==> config.mk <==
export PLATFORM = sky130hd
export DESIGN_NAME = alu_sched
export DESIGN_NICKNAME = d
export VERILOG_FILES = /design/src/rtl/alu_sched_pkg.sv /design/src/rtl/alu_sched_alu.sv /design/src/rtl/alu_sched.sv
export SDC_FILE = /design/constraint.sdc
export NUM_CORES = 1
export LEC_CHECK = 0
export CORE_AREA = 2 2 135 137
export DETAILED_ROUTE_END_ITERATION = 8
export DIE_AREA = 0 0 137 139
export PLACE_DENSITY = 0.49
export SLEW_MARGIN = 0
export SYNTH_ARGS = -nofsm -noshare
export SYNTH_HDL_FRONTEND = slang
export SYNTH_SLANG_ARGS = --single-unit
==> constraint.sdc <==
create_clock -name clk -period 2.7 [get_ports clk]
set_input_delay 0.54 -clock clk [delete_from_list [all_inputs] [get_ports clk]]
set_output_delay 0.54 -clock clk [all_outputs]
set_load 0.02 [all_outputs]
==> src/rtl/alu_sched_pkg.sv <==
// Shared definitions for the two-requester ALU scheduler: data width,
// ALU op codes and the scheduler state encoding.
package alu_sched_pkg;

  localparam int W = 12;

  localparam logic [2:0] OP_ABS = 3'd0;
  localparam logic [2:0] OP_SHL = 3'd1;
  localparam logic [2:0] OP_AND = 3'd2;
  localparam logic [2:0] OP_OR  = 3'd3;
  localparam logic [2:0] OP_XOR = 3'd4;
  localparam logic [2:0] OP_NOT = 3'd5;
  localparam logic [2:0] OP_ADD = 3'd6;
  localparam logic [2:0] OP_SUB = 3'd7;

  typedef enum logic [1:0] {
    IDLE = 2'd0,
    EXEC = 2'd1,
    RESP = 2'd2
  } state_t;

endpackage

==> src/rtl/alu_sched_alu.sv <==
// Purely combinational 12-bit ALU. Its raw carry is op-dependent and is
// cleaned up by the scheduler before it reaches the response channel.
module alu
  import alu_sched_pkg::*;
(
  input  logic [2:0]   op,
  input  logic [W-1:0] a,
  input  logic [W-1:0] b,
  output logic [W-1:0] z,
  output logic         carry
);

  logic [W:0] sum;
  logic [W:0] diff;

  assign sum  = {1'b0, a} + {1'b0, b};
  assign diff = {1'b0, a} - {1'b0, b};

  always_comb begin
    z     = '0;
    carry = 1'b0;
    case (op)
      OP_ABS: begin
        z     = a[W-1] ? (~a + 12'd1) : a;
        carry = a[W-1];
      end
      OP_SHL: begin
        z     = {b[W-2:0], 1'b0};
        carry = b[W-1];
      end
      OP_AND: z = a & b;
      OP_OR:  z = a | b;
      OP_XOR: z = a ^ b;
      OP_NOT: z = ~a;
      OP_ADD: begin
        z     = sum[W-1:0];
        carry = sum[W];
      end
      OP_SUB: begin
        z     = diff[W-1:0];
        carry = diff[W];
      end
      default: z = '0;
    endcase
  end

endmodule

==> src/rtl/alu_sched.sv <==
// Shares one ALU between two command ports: arbitrate in IDLE, execute from
// registered operands in EXEC, hold the normalized result in RESP.
module alu_sched
  import alu_sched_pkg::*;
#(
  parameter bit RR_EN = 1'b1
) (
  input  logic         clk,
  input  logic         rst,
  input  logic         req0_valid,
  output logic         req0_ready,
  input  logic [2:0]   req0_op,
  input  logic [W-1:0] req0_a,
  input  logic [W-1:0] req0_b,
  input  logic         req1_valid,
  output logic         req1_ready,
  input  logic [2:0]   req1_op,
  input  logic [W-1:0] req1_a,
  input  logic [W-1:0] req1_b,
  output logic         rsp_valid,
  input  logic         rsp_ready,
  output logic         rsp_id,
  output logic [W-1:0] rsp_z,
  output logic         rsp_carry,
  output logic         rsp_sign,
  output logic         rsp_ov,
  output logic [15:0]  ops_done
);

  state_t       state;
  logic         last_grant;
  logic [2:0]   op_q;
  logic [W-1:0] a_q;
  logic [W-1:0] b_q;
  logic         id_q;
  logic         gnt;
  logic         accept_ok;
  logic [W-1:0] alu_z;
  logic         alu_carry;
  logic         carry_n;
  logic         ov_n;

  // gnt = 1 selects port 1; a tie goes to the port not served last time
  always_comb begin
    gnt = 1'b0;
    if (req0_valid && req1_valid) gnt = RR_EN ? ~last_grant : 1'b0;
    else                          gnt = req1_valid;
  end

  assign accept_ok  = (state == IDLE) && !rst;
  assign req0_ready = accept_ok && req0_valid && !gnt;
  assign req1_ready = accept_ok && req1_valid && gnt;

  alu u_alu (
    .op    (op_q),
    .a     (a_q),
    .b     (b_q),
    .z     (alu_z),
    .carry (alu_carry)
  );

  // Carry and overflow are only meaningful for add/sub; forced low otherwise
  always_comb begin
    carry_n = 1'b0;
    ov_n    = 1'b0;
    case (op_q)
      OP_ADD: begin
        carry_n = alu_carry;
        ov_n    = (a_q[W-1] == b_q[W-1]) && (alu_z[W-1] != a_q[W-1]);
      end
      OP_SUB: begin
        carry_n = alu_carry;
        ov_n    = (a_q[W-1] != b_q[W-1]) && (alu_z[W-1] != a_q[W-1]);
      end
      default: begin
        carry_n = 1'b0;
        ov_n    = 1'b0;
      end
    endcase
  end

  always_ff @(posedge clk or posedge rst) begin
    if (rst) begin
      state      <= IDLE;
      last_grant <= 1'b1;
      op_q       <= '0;
      a_q        <= '0;
      b_q        <= '0;
      id_q       <= 1'b0;
      rsp_valid  <= 1'b0;
      rsp_id     <= 1'b0;
      rsp_z      <= '0;
      rsp_carry  <= 1'b0;
      rsp_sign   <= 1'b0;
      rsp_ov     <= 1'b0;
      ops_done   <= '0;
    end else begin
      case (state)
        IDLE: begin
          if (req0_valid || req1_valid) begin
            op_q       <= gnt ? req1_op : req0_op;
            a_q        <= gnt ? req1_a  : req0_a;
            b_q        <= gnt ? req1_b  : req0_b;
            id_q       <= gnt;
            last_grant <= gnt;
            state      <= EXEC;
          end
        end
        EXEC: begin
          rsp_z     <= alu_z;
          rsp_carry <= carry_n;
          rsp_sign  <= alu_z[W-1];
          rsp_ov    <= ov_n;
          rsp_id    <= id_q;
          rsp_valid <= 1'b1;
          state     <= RESP;
        end
        RESP: begin
          if (rsp_ready) begin
            rsp_valid <= 1'b0;
            ops_done  <= ops_done + 16'd1;
            state     <= IDLE;
          end
        end
        default: state <= IDLE;
      endcase
    end
  end

endmodule

==> results.json <==
{
  "synthArstFlopShare": 1.00,
  "clock-root-buffer": "clkbuf_16",
  "grt_usage": 0.173,
  "place.detailed.instances": 945,
  "slowest_delay_ns": 0.42,
  "max_clock_freq_ghz": 0.379,
  "area_growth_pct": 36.8,
  "holdBufCountCts": 0,
  "seq_power_share": 0.180,
  "core_um2": 17700,
  "tritoncts": "done",
  "clockPowerShare": 0.137,
  "slew_viol_final": 0,
  "crit_end_element": "flip-flop",
  "num_vias": 4773,
  "synth_enable_flop_cells": 0,
  "gp_routability_congestion": 0.886,
  "synth_instances": 608,
  "path_common_cell": "inv_2",
  "worst-endpoint-required_ns": 2.93,
  "synth_seq_cells": 63,
  "max_slew_margin": 0.447,
  "clk_latency_ns": 0.34,
  "syn_avg_cell_area_um2": 8.30,
  "cell_family_with_most_cp_delay": "compound AO/OA/AOI/OAI gates",
  "reg2reg_depth": 12,
  "ir_worst_vdd_mv": 0.640,
  "combinationalPowerShare": 0.684,
  "setup_viol": 0,
  "ys_warns": 0,
  "clock_tree.htree_level_count": 3,
  "setup.worst_path.start": "a_q[0]",
  "count_of_tritonroute_iterations_in_the_first_routing_pass": 5,
  "worstHoldPathType": "reg2reg",
  "post_drt_wl_per_cell_um": 16.6,
  "cts_made_buffers": 9,
  "grt_pass1_vias": 4711,
  "switching_power_mw": 4.61,
  "synthesis.nets": 708,
  "clock_path_buffers": 2,
  "cts_sinks": 63,
  "yosysTopAreaCell": "dfrtp_1",
  "grt_max_degree": 64,
  "skew_ns": 0.00987,
  "crit_chain": "inv_2, ha_4, inv_2, fa_2, nor2b_4, o311a_4, o32ai_2, buf_4, o31a_1, xnor2_1, o211ai_1, o21a_1",
  "design.final.nets": 830,
  "power_switching_share": 0.479,
  "timing.rr.end": "rsp_z[10]",
  "internal_power_mw": 5.01,
  "hold-worst-slack_ns": 0.470,
  "post_dp_hpwl_um": 12300,
  "die_h_um": 139,
  "yosysTopAreaCellShare": 0.307,
  "finish.cell_count_without_fillers": 964,
  "fin_crit_ns": 2.64,
  "inserted_diodes": 0,
  "post-route-period-util": 0.976,
  "critical_path_depth": 12,
  "number_of_max_cap_violations": 0,
  "via_per_inst": 4.95,
  "category_of_the_worst_setup_path_launch_point": "flip-flop",
  "netlist_top_cells_area": "dfrtp_1, ha_1, a21oi_1, mux2i_1, nor2_1",
  "synth_top_cells_by_count": "nor2_1, a21oi_1, dfrtp_1",
  "fin_util": 0.391,
  "critPathCapture": "rsp_z[10]",
  "fin_ws_ns": 0.0640,
  "yosys_most_used_dff": "dfrtp_1",
  "crit_fanout": 4,
  "floorplan.initialDensity": 0.286,
  "timing_hold_violations_final": 0,
  "worst-setup-path-type": "reg2reg",
  "yosysMostFrequentCell": "nor2_1",
  "io_buffers": 93,
  "worst-slew-pin-transition_ns": 0.830,
  "detail_route.wirelength_um": 16000,
  "post-place-ws_ns": -0.0281,
  "synth-seq-area-share": 0.313,
  "ant_nets_after_route": 0,
  "globalRouteOverflowTotal": 0,
  "top_level_ports": 94,
  "timing.critical_path.arrival_ns": 2.87,
  "grt_first_pass_wirelength_um": 25500,
  "die_x_extent_um": 137,
  "drcViolationCount": 0,
  "detail_route.iter0.violations": 321,
  "reg_clk_slew_reported_paths_ns": 0.06,
  "die-area_um2": 19000,
  "timing.reg2reg.setup_slack_ns": 0.06,
  "grt_antenna_before_repair": 0,
  "worst-path-buf-inv": 3,
  "cpMaxStageDelayCell": "dfrtp_1",
  "ys_types": 67,
  "core.rowCount": 49,
  "pwr_density_cell_nw_per_um2": 1390,
  "p_leak_nw": 2.98,
  "r2r_start": "a_q[0]",
  "outcome": "completed",
  "share_of_cells_above_drive_strength_1": 0.136,
  "mappedNetlistArea_um2": 5050
}
==> per-layer routing <==
metal / global-route usage / up-vias / wire length [um]
met3: 0.0197 / 18 / 629
met5: 0 / - / 0
met1: 0.265 / 2229 / 8300
met4: 0.0678 / 0 / 373
met2: 0.245 / 138 / 6740
li1: - / 2388 / -
==> kinds of logic (layout without fill, tap and decap cells) <==
family / after synthesis / count (layout) / share of synthesized area
AND/OR/NAND/NOR: 188 / 188 / 0.172
multiplexers: 34 / 34 / 0.0699
XOR/XNOR: 30 / 30 / 0.0520
adder cells (fa/ha/maj): 41 / 41 / 0.105
buffers and inverters: 75 / 202 / 0.0689
flip-flops: 63 / 63 / 0.313
AO/OA/AOI/OAI: 177 / 177 / 0.220
==> layout make-up <==
class	count	area, um2
well taps	229	287
multi-input cells	470	3210
inverters	38	146
repair buffers	148	1360
flip-flops and latches	63	1580
clock inverters	7	105
clock buffers	9	225
fillers	1808	10700
==> worst min-delay path by stage <==
stage | startpoint | endpoint | slack, ns | depth (start not counted)
after floorplan | id_q | rsp_id | 0.50 | 2
after global placement | ops_done[15] | ops_done[15] | 0.46 | 1
after detailed placement | ops_done[15] | ops_done[15] | 0.46 | 1
after CTS | ops_done[15] | ops_done[15] | 0.48 | 1
after global routing | ops_done[15] | ops_done[15] | 0.51 | 1
final | ops_done[15] | ops_done[15] | 0.47 | 1
==> layout by cell type (no fill, tap or decap), drive strengths merged, types with 3 or more instances in the layout <==
cell type and count:
or3 7, o21a 3, o311a 3, clkdlybuf4s50 92, nor2 76, nand3b 3
nand2b 10, ha 39, nand2 49, dfrtp 62, a21o 4, a22oi 4
a211oi 5, and4 4, xor2 4, xnor2 26, buf 55, nand4 5
a311oi 3, mux2i 33, nor3 14, o21ai 40, nor2b 3, o211ai 8
inv 39, o21bai 3, clkbuf 9, a31oi 7, a21oi 67, nand3 9
o221ai 3, o31ai 4
==> state kept, by name (all words and copies together) (netlist names) <==
signal / cells
rsp_ov: 1
rsp_valid: 1
rsp_id: 1
rsp_carry: 1
id_q: 1
ops_done: 16
rsp_z: 12
op_q: 3
a_q: 12
b_q: 12
last_grant: 1
state: 2
==> what timing repair did <==
action / 4_1_cts / 5_1_grt
buffers inserted: 0 / 3
hold endpoints to repair: 0 / 0
setup endpoints to repair: 3 / 5
gates resized for setup: 3 / 15
pin swaps: 0 / 7
==> per-stage QoR <==
| stage | area [um2] | setup TNS, ns | power (mW) |
|---|---|---|---|
| floorplan | 5050 | 0 | 5.92 |
| CTS | 6820 | 0 | 9.42 |
| global placement | 6480 | 0 | 7.99 |
| global route | 6910 | -0.0488 | 10.4 |
| finish | 6910 | 0 | 9.63 |
| detailed placement | 6480 | -0.0580 | 8.04 |
==> power groups by stage <==
stage          logic [mW]  clock network, mW  registers, mW
2_1_floorplan        4.09                  0           1.83
3_3_place_gp         6.26                  0           1.73
3_5_place_dp         6.30                  0           1.74
4_1_cts              6.34               1.35           1.73
5_1_grt              7.24               1.39           1.80
6_report             6.58               1.31           1.73
(Power assumes the default switching activity.)
